`src/rtl/rom_port_arbiter.sv`:
```
// rom_port_arbiter: two-master round-robin arbiter in front of a single
// read-only slave port, with a per-transaction watchdog.
//
// Ports
//   clk_i, rst_i            clock, synchronous active-high reset
//   m0_addr_i / m1_addr_i   master word address
//   m0_stb_i  / m1_stb_i    master request
//   m0_data_o / m1_data_o   master read data (held until next completion)
//   m0_ack_o  / m1_ack_o    one-cycle completion pulse
//   m0_err_o  / m1_err_o    one-cycle watchdog timeout pulse
//   s_addr_o, s_stb_o       slave request (held for the whole transaction)
//   s_data_i, s_ack_i       slave response
module rom_port_arbiter #(
    parameter int unsigned ADDR_WIDTH = 16,
    parameter int unsigned TIMEOUT    = 15
) (
    input  logic                  clk_i,
    input  logic                  rst_i,
    input  logic [ADDR_WIDTH-1:2] m0_addr_i,
    input  logic                  m0_stb_i,
    output logic [31:0]           m0_data_o,
    output logic                  m0_ack_o,
    output logic                  m0_err_o,
    input  logic [ADDR_WIDTH-1:2] m1_addr_i,
    input  logic                  m1_stb_i,
    output logic [31:0]           m1_data_o,
    output logic                  m1_ack_o,
    output logic                  m1_err_o,
    output logic [ADDR_WIDTH-1:2] s_addr_o,
    output logic                  s_stb_o,
    input  logic [31:0]           s_data_i,
    input  logic                  s_ack_i
);

    localparam int unsigned DATA_W = 32;
    localparam int unsigned WDOG_W = 8;
    localparam logic [WDOG_W-1:0] WDOG_LAST = WDOG_W'(TIMEOUT - 1);

    typedef enum logic {
        ST_IDLE = 1'b0,
        ST_BUSY = 1'b1
    } state_t;

    state_t                  state_q;
    state_t                  state_d;
    logic                    owner_q;
    logic                    owner_d;
    logic                    last_q;
    logic                    last_d;
    logic [WDOG_W-1:0]       wdog_q;
    logic [WDOG_W-1:0]       wdog_d;
    logic [ADDR_WIDTH-1:2]   addr_d;
    logic                    stb_d;
    logic [DATA_W-1:0]       data0_d;
    logic [DATA_W-1:0]       data1_d;
    logic                    ack0_d;
    logic                    ack1_d;
    logic                    err0_d;
    logic                    err1_d;
    logic                    elig0;
    logic                    elig1;
    logic                    grant;

    // State and all output registers
    always_ff @(posedge clk_i) begin
        if (rst_i) begin
            state_q   <= ST_IDLE;
            owner_q   <= 1'b0;
            last_q    <= 1'b1;
            wdog_q    <= '0;
            s_addr_o  <= '0;
            s_stb_o   <= 1'b0;
            m0_data_o <= '0;
            m1_data_o <= '0;
            m0_ack_o  <= 1'b0;
            m1_ack_o  <= 1'b0;
            m0_err_o  <= 1'b0;
            m1_err_o  <= 1'b0;
        end else begin
            state_q   <= state_d;
            owner_q   <= owner_d;
            last_q    <= last_d;
            wdog_q    <= wdog_d;
            s_addr_o  <= addr_d;
            s_stb_o   <= stb_d;
            m0_data_o <= data0_d;
            m1_data_o <= data1_d;
            m0_ack_o  <= ack0_d;
            m1_ack_o  <= ack1_d;
            m0_err_o  <= err0_d;
            m1_err_o  <= err1_d;
        end
    end

    // Next-state and next-output logic
    always_comb begin
        state_d = state_q;
        owner_d = owner_q;
        last_d  = last_q;
        wdog_d  = wdog_q;
        addr_d  = s_addr_o;
        stb_d   = s_stb_o;
        data0_d = m0_data_o;
        data1_d = m1_data_o;
        ack0_d  = 1'b0;
        ack1_d  = 1'b0;
        err0_d  = 1'b0;
        err1_d  = 1'b0;
        grant   = 1'b0;

        // A master still seeing its own ack/err pulse is not re-granted yet
        elig0 = m0_stb_i & ~m0_ack_o & ~m0_err_o;
        elig1 = m1_stb_i & ~m1_ack_o & ~m1_err_o;

        case (state_q)
            ST_IDLE: begin
                if (elig0 | elig1) begin
                    // Tie goes to the master that did not win last time
                    grant   = (elig0 & elig1) ? ~last_q : elig1;
                    state_d = ST_BUSY;
                    owner_d = grant;
                    last_d  = grant;
                    addr_d  = grant ? m1_addr_i : m0_addr_i;
                    stb_d   = 1'b1;
                    wdog_d  = '0;
                end
            end
            ST_BUSY: begin
                if (s_ack_i) begin
                    // Data is always captured; ack only if the owner still asks
                    if (owner_q) begin
                        data1_d = s_data_i;
                        ack1_d  = m1_stb_i;
                    end else begin
                        data0_d = s_data_i;
                        ack0_d  = m0_stb_i;
                    end
                    stb_d   = 1'b0;
                    state_d = ST_IDLE;
                end else if (wdog_q == WDOG_LAST) begin
                    if (owner_q) begin
                        err1_d = 1'b1;
                    end else begin
                        err0_d = 1'b1;
                    end
                    stb_d   = 1'b0;
                    state_d = ST_IDLE;
                end else begin
                    wdog_d = wdog_q + WDOG_W'(1);
                end
            end
            default: begin
                state_d = ST_IDLE;
                stb_d   = 1'b0;
            end
        endcase
    end

endmodule

```
`config.mk`:
```
export PLATFORM = sky130hd
export DESIGN_NAME = rom_port_arbiter
export DESIGN_NICKNAME = d
export VERILOG_FILES = /design/src/rtl/rom_port_arbiter.sv
export SDC_FILE = /design/constraint.sdc
export NUM_CORES = 1
export LEC_CHECK = 0
export BUFFER_PORTS_ARGS = -buffer_cell sky130_fd_sc_hd__buf_2
export CAP_MARGIN = 10
export CORE_AREA = 3 3 96 98
export DETAILED_ROUTE_END_ITERATION = 6
export DIE_AREA = 0 0 99 101
export GPL_TIMING_DRIVEN = 1
export MAX_ROUTING_LAYER = met4
export PLACE_DENSITY = 0.75
export SETUP_SLACK_MARGIN = 0.05
export SLEW_MARGIN = 25
export SYNTH_ARGS = -nofsm -noshare
export SYNTH_HDL_FRONTEND = slang
export SYNTH_SLANG_ARGS = --single-unit
```
`constraint.sdc`:
```
create_clock -name clk_i -period 1.6 [get_ports clk_i]
set_input_delay 0.16 -clock clk_i [delete_from_list [all_inputs] [get_ports clk_i]]
set_output_delay 0.16 -clock clk_i [all_outputs]
set_load 0.02 [all_outputs]
```
==> results.md <==
- Post-synthesis mux area share: 0%
- H-tree levels: 3
- # IOs: 148
- I/O Buffers: 147
- DP HPWL: 7010 um
- CTS tree: done
- Top_reg_cell synth: dfxtp_1
- Cell Rows: 34
- Number of synthesized flops with an enable pin: 0
- Post-synthesis adder-cell area fraction: 0.688%
- DRC Markers: 0
- Clk_lat worst skew: 0.35 ns
- Peak VDD IR: 0.000439 V
- Status: complete, but fails checks
- GPL Wtd Cong: 0.843
- CTS sink cnt: 94
- Mapped Cells: 442
- First-pass GRT wire length: 15,300 um
- # Max-Cap Violations: 0
- DRT Pass-1 Iters: 4
- Die W: 99 um
- Slew Limit Fails: 0
- Area grow syn2layout: 40.8%
- Async S/R FF share, synth: 0%
- Worst Path Required: 1.88 ns
- Final Cycle Share: 103%
- Failing checks: setup timing
- Ratio of cells with drive above 1 in the final layout: 41.3%
- Drt first-iter violations: 152
- GRT Resource Usage Total: 19.3%
- Relative slew slack: 55.3%
- Wirelength per Cell: 14.9 um
- Flops & latches, synth: 94
- Syn_nets: 509
- Yosys top cell area share: 51.8%
- CP Class: reg -> reg
- WP buf/inv: 1
- Synthesized cell area: 3630 um^2
- Crit path max fanout: 5
- Hold slack: 0.0432 ns
- Worst slew pin tran: 0.671 ns
- # setup viols final: 4
- Clock Root Buffer: clkbuf_8
- Starting Density: 42.5%
- Critical path launch point type: flop
- Ys Warns: 0
- Clock-pin slew on the worst setup and hold paths: 0.10 ns
- Slowest cell on the critical path: or4b_4
- Antenna-violating nets left: 0
- Largest net degree at the start of global routing: 88
- Die outline height: 101 um
- Synth area leaders: dfxtp_1, nand2_1, a21oi_1, a211oi_2, clkbuf_1
- Grt total ovfl: 0
- Main combinational cell family by area after synthesis: simple AND/OR/NAND/NOR gates
- Vias in the first global route: 3,244
- Fin util: 59.8%
- Pre-CTS setup slack: -0.0386 ns
- Period minus WS final: 1.64 ns
- Power Dens Cells: 997 nW/um^2
- RSZ-0062 raised after global routing: true
- Routed WL: 10,500 um
- Synth Area per Inst: 8.22 um^2
- Post-CTS Hold Fix Bufs: 0
- Top cells by count, synth: nand2_1, dfxtp_1, a21oi_1
- Final Net Count: 660
- Vias: 3,653
- Initial antenna violation count: 0
- Area leader, netlist: dfxtp_1
- Ant. Diodes: 0
- Worst min path class: in -> reg
- Endpoint class of the critical path: flop
- Core Footprint: 8550 um^2
- Most common cell in the synthesized netlist: nand2_1
- Layout Skew: 0.0138 ns
- Total CTS buffers: 9
- Slowest cell delay on critical path: 0.50 ns
- F_max: 608 MHz
- Max Buffers Root-to-Sink: 2
- Final hold vios: 0
- Critical path's top delay family: compound AO/OA/AOI/OAI gates
- Vias per Instance: 5.17
- Critical-path cell list: inv_2 -> ha_1 -> or4b_4 -> o311ai_4 -> o21ai_1 -> a21oi_1
- Die area: 10000 um^2
- Pleak: 2.19 nW
- Synth Area in Compound Gates: 19.3%
- Post-Synth XOR/XNOR Area: 0.482%
- Data arrival, critical path: 1.93 ns
- TNS Setup: -0.0915 ns
- Overall power: 5.10 mW
- Sequential-to-total area share from yosys stat: 51.8%
- Simple logic cell fraction of the synthesized area: 23.7%
- Final worst slack: -0.0434 ns
- Library cells used by synthesis: 38
==> power breakdown <==
group | leakage [nW] | total (mW) | internal [mW] | switching (mW)
clock network | 0.111 | 1.73 | 0.895 | 0.831
registers | 0.768 | 2.51 | 2.44 | 0.0737
logic | 1.31 | 0.862 | 0.351 | 0.511
total | 2.19 | 5.10 | 3.68 | 1.42
==> path summary, 6_finish.rpt <==
check           startpoint             to  slack [ns]  depth (start not counted)
max              wdog_q[0]      wdog_q[7]       -0.04                          6
max reg2reg      wdog_q[0]      wdog_q[7]       -0.04                          6
min           s_data_i[12]  m0_data_o[12]        0.04                          3
min reg2reg  m1_data_o[25]  m1_data_o[25]        0.46                          2
==> cells in the final DEF, fill, tap and decap left out, types with 8 or more instances in the layout <==
cell	instances
clkbuf_8	9
a211oi_2	14
dfxtp_1	88
nand2_1	143
nor2_1	8
nor2_2	8
a21oi_1	76
a21oi_4	8
buf_2	147
buf_4	16
==> worst min-delay path, stage by stage <==
cell,delay (ns)
buf_2,0.10
nand2_1,0.05
a21oi_1,0.05
==> state kept, by name, indices dropped and copies added (netlist names), 8 cells and up <==
signal     count
m0_data_o     32
m1_data_o     32
s_addr_o      14
wdog_q         8
==> per-stage QoR <==
step,instances,instance area [um^2]
4_1_cts,699,4760
2_1_floorplan,442,3650
3_5_place_dp,683,4540
6_report,706,5120
3_3_place_gp,683,4540
5_1_grt,706,5120
==> cells by family after synthesis <==
| group | Yosys count |
|---|---|
| AO/OA/AOI/OAI | 111 |
| XOR/XNOR | 2 |
| buffers and inverters | 35 |
| adder cells (fa/ha/maj) | 2 |
| flip-flops | 94 |
| AND/OR/NAND/NOR | 198 |
==> timing repair <==
item	4_1_cts	5_1_grt
buffers inserted	0	4
resized for setup	2	50
pin swaps	1	31
cloned	0	3
endpoints found under the setup margin	8	26
endpoints found under the hold margin	0	0
==> layout make-up <==
class,instances,area (um^2)
inverters,5,18.8
fillers,736,3430
repair buffers,169,986
well taps,108,135
flip-flops and latches,94,1890
multi-input cells,314,1860
clock buffers,10,128
clock inverters,6,95.1
==> metal layers <==
layer	GRT usage, %	wire length, um	up-vias
met4	5.46	170	0
met2	30.9	5100	140
met1	23.7	4460	1720
met5	-	0	-
met3	5.54	785	12
li1	-	-	1781
No activity file was read; power rests on OpenSTA's default activity.
